`config.mk`:
```
export PLATFORM = sky130hd
export DESIGN_NAME = processor_selfcheck_monitor
export DESIGN_NICKNAME = d
export VERILOG_FILES = /design/src/rtl/selfcheck_pkg.sv /design/src/rtl/selfcheck_expect_table.sv /design/src/rtl/processor_selfcheck_monitor.sv
export SDC_FILE = /design/constraint.sdc
export NUM_CORES = 1
export LEC_CHECK = 0
export BUFFER_PORTS_ARGS = -buffer_cell sky130_fd_sc_hd__buf_2
export CAP_MARGIN = 10
export CORE_ASPECT_RATIO = 1.4
export CORE_MARGIN = 5
export CORE_UTILIZATION = 50
export CTS_CLUSTER_DIAMETER = 100
export DETAILED_ROUTE_END_ITERATION = 7
export PLACE_DENSITY = 0.67
export REMOVE_ABC_BUFFERS = 1
export SYNTH_ARGS = -nofsm -noshare
export SYNTH_HDL_FRONTEND = slang
export SYNTH_HIERARCHICAL = 1
export SYNTH_SLANG_ARGS = --single-unit
export TNS_END_PERCENT = 20
```
`constraint.sdc`:
```
create_clock -name clock -period 7.9 [get_ports clock]
set_input_delay 0.395 -clock clock [delete_from_list [all_inputs] [get_ports clock]]
set_output_delay 0.395 -clock clock [all_outputs]
set_load 0.01 [all_outputs]
```
`src/rtl/selfcheck_pkg.sv`:
```
// Shared types and helpers for the processor self-check monitor.
package selfcheck_pkg;

    // Sequencer states: CPU held, CPU running, CPU frozen, then the
    // two-cycle read/compare walk over the expected-value table.
    typedef enum logic [2:0] {
        IDLE,
        RUN,
        FREEZE,
        READ,
        CMP,
        DONE
    } state_t;

    // Index width for a table of the given depth (at least one bit).
    function automatic int idx_width(input int depth);
        return (depth > 1) ? $clog2(depth) : 1;
    endfunction

endpackage

```
`src/rtl/selfcheck_expect_table.sv`:
```
// Expected-value table: NUM_CHECKS entries of {valid, register, value}.
// One write port, asynchronous read at rd_idx. Only the valid bits are
// reset; register/value storage keeps whatever was last written.
module selfcheck_expect_table
    import selfcheck_pkg::*;
#(
    parameter int DATA_W     = 32,
    parameter int REG_AW     = 5,
    parameter int NUM_CHECKS = 16,
    parameter int IDX_W      = 4
) (
    input  logic              clock,
    input  logic              reset,
    input  logic              wr_en,
    input  logic [IDX_W-1:0]  wr_idx,
    input  logic [REG_AW-1:0] wr_reg,
    input  logic [DATA_W-1:0] wr_val,
    input  logic              clr,
    input  logic [IDX_W-1:0]  rd_idx,
    output logic              rd_valid,
    output logic [REG_AW-1:0] rd_reg,
    output logic [DATA_W-1:0] rd_val
);

    logic [NUM_CHECKS-1:0] valid_q;
    logic [REG_AW-1:0]     reg_q [NUM_CHECKS];
    logic [DATA_W-1:0]     val_q [NUM_CHECKS];
    logic [31:0]           wr_idx_ext;
    logic                  wr_ok;

    // Out-of-range indices are dropped; a clear in the same cycle wins.
    assign wr_idx_ext = 32'(wr_idx);
    assign wr_ok      = wr_en && !clr && (wr_idx_ext < 32'(NUM_CHECKS));

    // Valid bits: cleared by reset or clear, set by a write.
    always_ff @(posedge clock or negedge reset) begin
        if (!reset) begin
            valid_q <= '0;
        end else if (clr) begin
            valid_q <= '0;
        end else if (wr_ok) begin
            valid_q[wr_idx] <= 1'b1;
        end
    end

    // Entry payload storage, no reset.
    always_ff @(posedge clock) begin
        if (wr_ok) begin
            reg_q[wr_idx] <= wr_reg;
            val_q[wr_idx] <= wr_val;
        end
    end

    assign rd_valid = valid_q[rd_idx];
    assign rd_reg   = reg_q[rd_idx];
    assign rd_val   = val_q[rd_idx];

endmodule

```
`src/rtl/processor_selfcheck_monitor.sv`:
```
// On-board register self-test sequencer. Holds the CPU in reset until
// start, lets it run CYCLE_LIMIT cycles, freezes it, then walks the
// expected-value table through the regfile debug port and reports
// pass/fail, error count and the first failing table index.
// Build option SELFCHECK_SNAPSHOT_EN: also latch the register number and
// the value read back at the first mismatch (fail_reg / fail_read);
// without it those ports are tied to zero.
module processor_selfcheck_monitor
    import selfcheck_pkg::*;
#(
    parameter int DATA_W      = 32,
    parameter int REG_AW      = 5,
    parameter int NUM_CHECKS  = 16,
    parameter int CYCLE_LIMIT = 400,
    parameter int CNT_W       = 16
) (
    input  logic                               clock,
    input  logic                               reset,
    input  logic                               start,
    input  logic                               exp_wr_en,
    input  logic [idx_width(NUM_CHECKS)-1:0]   exp_wr_idx,
    input  logic [REG_AW-1:0]                  exp_wr_reg,
    input  logic [DATA_W-1:0]                  exp_wr_val,
    input  logic                               exp_clr,
    output logic                               cpu_run,
    output logic                               cpu_freeze,
    output logic [REG_AW-1:0]                  dbg_rd_reg,
    input  logic [DATA_W-1:0]                  dbg_rd_data,
    output logic                               busy,
    output logic                               done,
    output logic                               pass,
    output logic [CNT_W-1:0]                   error_count,
    output logic [idx_width(NUM_CHECKS)-1:0]   fail_idx,
    output logic [REG_AW-1:0]                  fail_reg,
    output logic [DATA_W-1:0]                  fail_read
);

    localparam int IDX_W    = idx_width(NUM_CHECKS);
    // The run counter must reach CYCLE_LIMIT even when CNT_W is narrow.
    localparam int LIM_W    = (CYCLE_LIMIT > 0) ? $clog2(CYCLE_LIMIT + 1) : 1;
    localparam int CYC_W    = (CNT_W > LIM_W) ? CNT_W : LIM_W;
    localparam int RUN_LAST = (CYCLE_LIMIT > 0) ? CYCLE_LIMIT - 1 : 0;

    state_t            state, state_nxt;
    logic [CYC_W-1:0]  cyc_cnt;
    logic              rerun_q;
    logic [IDX_W-1:0]  idx;
    logic              tbl_valid;
    logic [REG_AW-1:0] tbl_reg;
    logic [DATA_W-1:0] tbl_val;
    logic              idle_or_done;
    logic              start_ok;
    logic              run_last;
    logic              idx_last;
    logic              mismatch;

    assign idle_or_done = (state == IDLE) || (state == DONE);
    assign start_ok     = start && idle_or_done;
    assign run_last     = (cyc_cnt == CYC_W'(RUN_LAST));
    assign idx_last     = (idx == IDX_W'(NUM_CHECKS - 1));
    assign mismatch     = (state == CMP) && tbl_valid && (dbg_rd_data != tbl_val);

    selfcheck_expect_table #(
        .DATA_W     (DATA_W),
        .REG_AW     (REG_AW),
        .NUM_CHECKS (NUM_CHECKS),
        .IDX_W      (IDX_W)
    ) u_table (
        .clock    (clock),
        .reset    (reset),
        .wr_en    (exp_wr_en && idle_or_done),
        .wr_idx   (exp_wr_idx),
        .wr_reg   (exp_wr_reg),
        .wr_val   (exp_wr_val),
        .clr      (exp_clr && idle_or_done),
        .rd_idx   (idx),
        .rd_valid (tbl_valid),
        .rd_reg   (tbl_reg),
        .rd_val   (tbl_val)
    );

    // State register.
    always_ff @(posedge clock or negedge reset) begin
        if (!reset) begin
            state <= IDLE;
        end else begin
            state <= state_nxt;
        end
    end

    // Next state and decoded outputs.
    always_comb begin
        state_nxt  = state;
        cpu_run    = 1'b0;
        cpu_freeze = 1'b0;
        busy       = 1'b0;
        done       = 1'b0;
        dbg_rd_reg = '0;
        unique case (state)
            IDLE: begin
                if (start) state_nxt = RUN;
            end
            RUN: begin
                // First RUN cycle after a restart from DONE keeps the CPU in reset.
                cpu_run = !rerun_q;
                busy    = 1'b1;
                if (!rerun_q && run_last) state_nxt = FREEZE;
            end
            FREEZE: begin
                cpu_run    = 1'b1;
                cpu_freeze = 1'b1;
                busy       = 1'b1;
                state_nxt  = READ;
            end
            READ: begin
                cpu_run    = 1'b1;
                cpu_freeze = 1'b1;
                busy       = 1'b1;
                dbg_rd_reg = tbl_reg;
                state_nxt  = CMP;
            end
            CMP: begin
                cpu_run    = 1'b1;
                cpu_freeze = 1'b1;
                busy       = 1'b1;
                state_nxt  = idx_last ? DONE : READ;
            end
            DONE: begin
                cpu_run    = 1'b1;
                cpu_freeze = 1'b1;
                done       = 1'b1;
                if (start) state_nxt = RUN;
            end
            default: state_nxt = IDLE;
        endcase
    end

    // Run-cycle counter and the one-cycle CPU re-reset flag on restart.
    always_ff @(posedge clock or negedge reset) begin
        if (!reset) begin
            cyc_cnt <= '0;
            rerun_q <= 1'b0;
        end else begin
            rerun_q <= (state == DONE) && start;
            if (start_ok) begin
                cyc_cnt <= '0;
            end else if ((state == RUN) && !rerun_q) begin
                cyc_cnt <= cyc_cnt + CYC_W'(1);
            end
        end
    end

    // Table index, saturating error counter and first-fail index latch.
    always_ff @(posedge clock or negedge reset) begin
        if (!reset) begin
            idx         <= '0;
            error_count <= '0;
            fail_idx    <= '0;
        end else if (start_ok || (state == FREEZE)) begin
            idx         <= '0;
            error_count <= '0;
            fail_idx    <= '0;
        end else if (state == CMP) begin
            if (mismatch) begin
                if (error_count != '1) error_count <= error_count + CNT_W'(1);
                if (error_count == '0) fail_idx <= idx;
            end
            if (!idx_last) idx <= idx + IDX_W'(1);
        end
    end

    assign pass = done && (error_count == '0);

`ifdef SELFCHECK_SNAPSHOT_EN
    logic [REG_AW-1:0] snap_reg_q;
    logic [DATA_W-1:0] snap_read_q;

    // Register number and read-back value captured with the first mismatch.
    always_ff @(posedge clock or negedge reset) begin
        if (!reset) begin
            snap_reg_q  <= '0;
            snap_read_q <= '0;
        end else if (start_ok || (state == FREEZE)) begin
            snap_reg_q  <= '0;
            snap_read_q <= '0;
        end else if (mismatch && (error_count == '0)) begin
            snap_reg_q  <= tbl_reg;
            snap_read_q <= dbg_rd_data;
        end
    end

    assign fail_reg  = snap_reg_q;
    assign fail_read = snap_read_q;
`else
    assign fail_reg  = '0;
    assign fail_read = '0;
`endif

endmodule
```
**After elaboration in Yosys (flattened, before gate mapping)**

Memories as Yosys holds them, arrays and structs flattened.
Cells that the tools add are included.

- Memories: 2
- Latch bits: 0
- Bits of input ports: 78
- Memory bits (read-only): 0
- Output and inout bits: 67
- RAM bits: 592
- Bits in registers: 60

- Shift-type cells: 0
- Equal/unequal tests: 12
- Multipliers: 0
- Reduce and logical (&&, ||, !) cells: 31
- Div/mod/pow operators: 0
- Bitwise operators: 1
- Multiplexer cells: 30
- Add/subtract/negate cells: 3
- Order comparisons: 4

Memory list:

| name | depth | width | read ports | clocked after Yosys merged registers in | write ports | line | RTL |
|---|---|---|---|---|---|---|---|
| u_table.val_q | 16 | 32 | 1 | 0 | 1 | selfcheck_expect_table.sv:27 | `logic [DATA_W-1:0] val_q [NUM_CHECKS];` |
| u_table.reg_q | 16 | 5 | 1 | 0 | 1 | selfcheck_expect_table.sv:26 | `logic [REG_AW-1:0] reg_q [NUM_CHECKS];` |

Operators by type and width:

| operator | count |
|---|---|
| $mux 16 | 8 |
| $add 16x1->16 const B | 2 |
| $ne 32x32->1 | 1 |
| $mux 4 | 7 |
| $eq 16x9->1 const B | 1 |
| $logic_not 16->1 | 1 |
| $ne 16x16->1 const B | 1 |
| $or 16x16->16 | 1 |
| $lt 4x5->1 const B | 3 |
| $pmux 3 s5 | 1 |
| $logic_and 1x1->1 | 12 |
| $reduce_bool 2->1 | 6 |
| $mux 3 | 3 |
| $reduce_or 4->1 | 2 |
| $mux 1 | 7 |
| $eq 3x2->1 const B | 2 |
| $eq 3x3->1 const B | 2 |
| $reduce_and 3->1 | 2 |
| $mux 5 | 1 |
| $add 4x1->4 const B | 1 |
| $bmux 1 s4 | 1 |
| $demux 1 s4 | 1 |
| $eq 4x4->1 const B | 1 |
| $ge 4x1->1 const B | 1 |
| 9 further kinds | 13 |

**Depth between registers and ports, before layout**

- Depth after elaboration: 8
- Gate-level depth with buffers: 13
- Depth with buffers taken out: 9

**By module**

Netlist, hierarchy kept.

By module, submodules not included:

| module | cells an instance | times used | sequential area each (um^2) | area an instance (um^2) |
|---|---|---|---|---|
| selfcheck_expect_table | 972 | 1 | 18177.4 | 22876.9 |
| processor_selfcheck_monitor | 358 | 1 | 1101.1 | 3189.3 |

**Worst setup path before layout**

Ideal clock, no wire load.

- Kind: reg2reg
- Start: register state[2]
- End: memory u_table.reg_q[0][0], enable pin
- Setup time: 480 ps
- Data arrival time: 4140 ps
- Slack: 3280 ps
- Required time: 7420 ps
- Period minus slack after synthesis: 4620 ps
- Cell stages (with the launch flop): 7
- Path through: dfrtp_1 > or2_1 > clkbuf_1 > a21oi_1 > and2_1 > or4b_1 > nor3_1

- Longest elaborated chain between the ends: 8
- Elaborated cells between the ends (all ways): 10
- Classes of those cells: 1 x eq/ne; 2 x mux; 7 x reduce/logical

Ends and longest elaborated chain:

| item | line | RTL |
|---|---|---|
| start: declaration | processor_selfcheck_monitor.sv:44 | `state_t state, state_nxt;` |
| start signal: assignment | processor_selfcheck_monitor.sv:87 | `state <= state_nxt;` |
| $eq 3x3->1 / $logic_not 3->1 (equally long branches) | processor_selfcheck_monitor.sv:57 | `assign idle_or_done = (state == IDLE) \|\| (state == DONE);` |
| $logic_or 1x1->1 (*) | processor_selfcheck_monitor.sv:57 |  |
| $logic_and 1x1->1 | processor_selfcheck_monitor.sv:75 | `.clr (exp_clr && idle_or_done),` |
| $logic_not 1->1 | selfcheck_expect_table.sv:33 | `assign wr_ok = wr_en && !clr && (wr_idx_ext < 32'(NUM_CHECKS));` |
| $logic_and 1x1->1 (*) (2 in series) | selfcheck_expect_table.sv:33 |  |
| $mux 1 (*) | selfcheck_expect_table.sv:48 | `if (wr_ok) begin` |
| $mux 1 (not written as such) (*) | selfcheck_expect_table.sv:49 | `reg_q[wr_idx] <= wr_reg;` |
| end: declaration | selfcheck_expect_table.sv:26 |  |

Every way passes the cells marked *; elsewhere a longest branch is shown, timed or not.

**Final worst setup path**

- Start: register idx[0]
- End: register error_count[0]

- Elaborated cells between the ends (all ways): 8
- Classes of those cells: 1 x eq/ne; 2 x mux; 4 x reduce/logical; 1 x memory

RTL lines:

| item | line | RTL |
|---|---|---|
| start: declaration | processor_selfcheck_monitor.sv:47 | `logic [IDX_W-1:0] idx;` |
| start signal: assignment | processor_selfcheck_monitor.sv:168 | `if (!idx_last) idx <= idx + IDX_W'(1);` |
| $mem_v2 16x32 | n/a |  |
| net tbl_val[29] | processor_selfcheck_monitor.sv:50 | `logic [DATA_W-1:0] tbl_val;` |
| $ne 32x32->1 | processor_selfcheck_monitor.sv:61 | `assign mismatch = (state == CMP) && tbl_valid && (dbg_rd_data != tbl_val);` |
| $logic_and 1x1->1 | processor_selfcheck_monitor.sv:61 |  |
| $reduce_bool 2->1 (no source line) | n/a |  |
| $reduce_and 3->1 (no source line) | n/a |  |
| end signal: assignment | processor_selfcheck_monitor.sv:165 | `if (error_count != '1) error_count <= error_count + CNT_W'(1);` |
| end: declaration | processor_selfcheck_monitor.sv:32 | `output logic [CNT_W-1:0] error_count,` |

The timed path passes the listed nets, and every way through them passes these cells. The select of a mux whose other input is x is not followed.
A chain may end at the register's enable or synchronous reset.

==> qor.yml <==
synthesis:
  synth_top_family_by_area: "multiplexers"
  muxShareOfSynthArea_pct: 13.4
  synthAdderAreaFrac_pct: 0.240
  ys_ff_latch: 652
  synth_cells: 1330
  syn_area_sq_um: 26100
  synth_edf_count: 592
  synthFlopType: "edfxtp_1"
  synth_xor_area_share_pct: 1.61
  yosysWarnings: 6
  synthSimpleGateAreaFrac_pct: 4.34
  synthArstFlopShare_pct: 9.20
  synth_compound_area_share_pct: 3.80
  synth.avg_cell_area_sq_um: 19.6
  yosysUniqueCellTypes: 59
  ys_seq_area_share_pct: 74.0
sta:
  hold_viol: 0
  fin_skew_ps: 19.9
  relSlewSlack_pct: 25.5
  tightest_slew_ps: 1120
  maxSlewViolCount: 0
  rsz0062_at_grt: "false"
  timing.fmax_mhz: 191
  whs_ps: 160
  period_share_pct: 66.1
  min_period_ps: 5220
  setup_viol: 0
  setup-tns-final_ps: 0
placed_design:
  dpl.hpwl_um: 29800
  postPlaceCellArea_sq_um: 27300
  dp.cells: 2057
  place_congestion: 0.771
  io_buffers: 107
setup_path:
  reg2reg_depth: 10
  end_kind: "register"
  rr_startpoint: "idx[0]"
  arrival_ps: 5770
  start_kind: "register"
  critPathRequiredTime_ps: 8440
  worstSetupStartpoint: "idx[0]"
  rrSetupSlack_ps: 2680
  worst-path-max-fanout: 54
  r2r-end: "error_count[0]"
  crit_type: "reg2reg"
route:
  drt-initial-drc-count: 1108
  met3_length_um: 3630
  routed_via_density: 6.05
  wl_per_cell_um: 26.7
  vias: 13100
  drtAntennaViolNets: 0
  drt-met1-wl_um: 23200
  dr.pass1.iters: 5
  top_layer_used: "met5"
  drc: 0
  wl_met2_um: 29700
  routed_wl_um: 58000
cells_and_area:
  utilization_pct: 56.5
  finalNetCount: 1546
  seq_area_sq_um: 19300
  multi_input_area_sq_um: 6370
  syn2layout_area_growth_pct: 12.4
  instances_no_fill: 2172
  fillers: 3841
  drive_gt1_share_pct: 27.2
  fin_area_sq_um: 29300
floorplanning:
  coreArea_sq_um: 51900
  die_w_um: 203
  fp-row-count: 99
  start_util_pct: 50.2
  die_h_um: 280
  ioPinCount: 145
  die_area_sq_um: 56900
job:
  cap_violations: 0
outcome:
  status: "finished clean"
hold_path:
  hold_class: "in2reg"
  min_from: "exp_wr_reg[0]"
  min_path_cells: 1
  worstHoldEndpoint: "u_table/reg_q[7][0]"
clock_tree:
  cts.sinks: 652
  htreeDepth: 2
  cts_buffer_depth: 3
  path_clk_slew_ps: 70
  cts_resized: 0
  cts_tree: "built"
  insertion_delay_ps: 600
  cts_made_buffers: 59
  cts_root_buffer: "clkbuf_16"
pwr:
  ir_worst_vdd_mv: 0.174
  power_density_nw_per_um2: 266
  power_leakage_nw: 9.70
global_routing:
  grt_pass1_wl_um: 86000
  grt_max_degree: 75
  grt_pass1_vias: 13400
  track_usage_pct: 20.3
  antenna_found_initial: 9
  overflow: 0
[sequential cells by signal, summed over array words and instances (netlist names)]
| name | cells |
|---|---|
| fail_idx | 4 |
| rerun_q | 1 |
| u_table/val_q | 512 |
| cyc_cnt | 16 |
| state | 3 |
| idx | 4 |
| u_table/valid_q | 16 |
| u_table/reg_q | 80 |
| error_count | 16 |
[stage by stage]
| step | power (W) | setup slack, ps |
|---|---|---|
| after detailed placement | 0.00497 | 2520 |
| after CTS | 0.00785 | 2480 |
| after global placement | 0.00495 | 2550 |
| after global routing | 0.00808 | 2330 |
| final | 0.00778 | 2680 |
| after floorplan | 0.00478 | -554 |
[critical path: stages (launching register included)]
cell and delay [ps]:
dfrtp_4 1070, buf_12 480, mux4_2 560, a22oi_1 210, nand2_1 140, xor2_1 180, nor4_1 830, nand4_1 350
o21a_1 290, a21oi_1 720, mux2_2 300
[repair_timing]
item                      CTS  global route
hold endpoints to repair   60             0
buffers inserted            0             0
hold buffers                1             0
[report_power, final]
part	total, W	switching (W)	internal (W)	leakage (nW)
logic	0.000901	0.000473	0.000428	2.59
clock network	0.00290	0.00123	0.00167	0.962
registers	0.00398	0.000110	0.00387	6.15
total	0.00778	0.00181	0.00597	9.70
[synth_stat cells, types with 2 or more instances]
cell type,instances,area share [%]
a221o_1,8,0.31
and2_1,11,0.26
dfrtp_1,60,5.8
o2bb2ai_1,3,0.10
a21oi_1,11,0.21
edfxtp_1,592,68
nand2b_1,2,0.048
xor2_1,42,1.4
or2_2,2,0.048
nor2_1,44,0.63
xnor2_1,6,0.20
nand2_1,65,0.94
nor3_1,18,0.35
buf_6,11,0.48
buf_2,16,0.31
nor3b_1,3,0.086
and3_1,5,0.12
nor4b_1,2,0.067
nand4_1,12,0.29
nor4_2,3,0.14
a211oi_1,2,0.058
clkbuf_1,33,0.48
buf_4,40,1.2
inv_1,15,0.22
a22oi_1,76,2.2
mux4_2,152,13
ha_1,5,0.24
nor2b_1,4,0.096
or3_1,4,0.096
a21o_1,12,0.35
or4_1,3,0.086
and4_1,3,0.10
nand3_1,15,0.29
mux2i_1,6,0.23
nor4_1,11,0.26
o21ai_0,6,0.12
o31ai_1,4,0.12
o21a_1,2,0.058
[worst max-delay path by stage]
stage	to	slack, ps	cells after the start
after global routing	error_count[0]	2330	10
final	error_count[0]	2680	10
after global placement	error_count[0]	2550	10
after floorplan	error_count[0]	-550	9
after CTS	error_count[0]	2480	10
after detailed placement	error_count[0]	2520	10
[cell families (layout without fill, tap and decap cells)]
| kind of cell | Yosys count | after routing |
|---|---|---|
| DFF | 652 | 652 |
| AOI/OAI and AO/OA | 132 | 132 |
| buffers and inverters | 115 | 262 |
| adders and majority gates | 5 | 5 |
| other | 1 | 40 |
| xor gates and xnor gates | 48 | 48 |
| muxes | 159 | 159 |
| and+or+nand+nor | 218 | 218 |
[layer usage]
| metal | global-route usage (%) | vias up |
|---|---|---|
| met5 | 0 | - |
| li1 | - | 5623 |
| met3 | 2.96 | 96 |
| met1 | 27.9 | 6930 |
| met2 | 34.6 | 482 |
| met4 | 5.14 | 6 |
[layout make-up]
cell class,instances,area share [%]
multi-input cells,599,21.7
well taps,656,2.80
flip-flops and latches,652,65.8
repair buffers,136,2.66
diodes,3,0.0256
clock buffers,71,5.34
clock inverters,40,1.41
inverters,15,0.192
[layout by cell type (no fill, tap or decap), types with 8 or more instances in the layout]
master,netlist,routed
a21o_1,12,12
a21oi_1,11,11
a221o_1,8,8
a22oi_1,76,76
and2_1,11,10
buf_2,16,107
buf_4,40,26
bufinv_16,0,8
clkbuf_1,33,10
clkbuf_16,0,61
clkinv_1,0,13
clkinv_2,0,13
conb_1,1,37
dfrtp_1,60,58
edfxtp_1,592,592
inv_1,15,15
mux4_2,152,152
nand2_1,65,65
nand3_1,15,15
nand4_1,12,12
nor2_1,44,31
nor2_4,0,13
nor3_1,18,14
nor4_1,11,11
xor2_1,42,42
No activity file was read; power rests on OpenSTA's default activity.
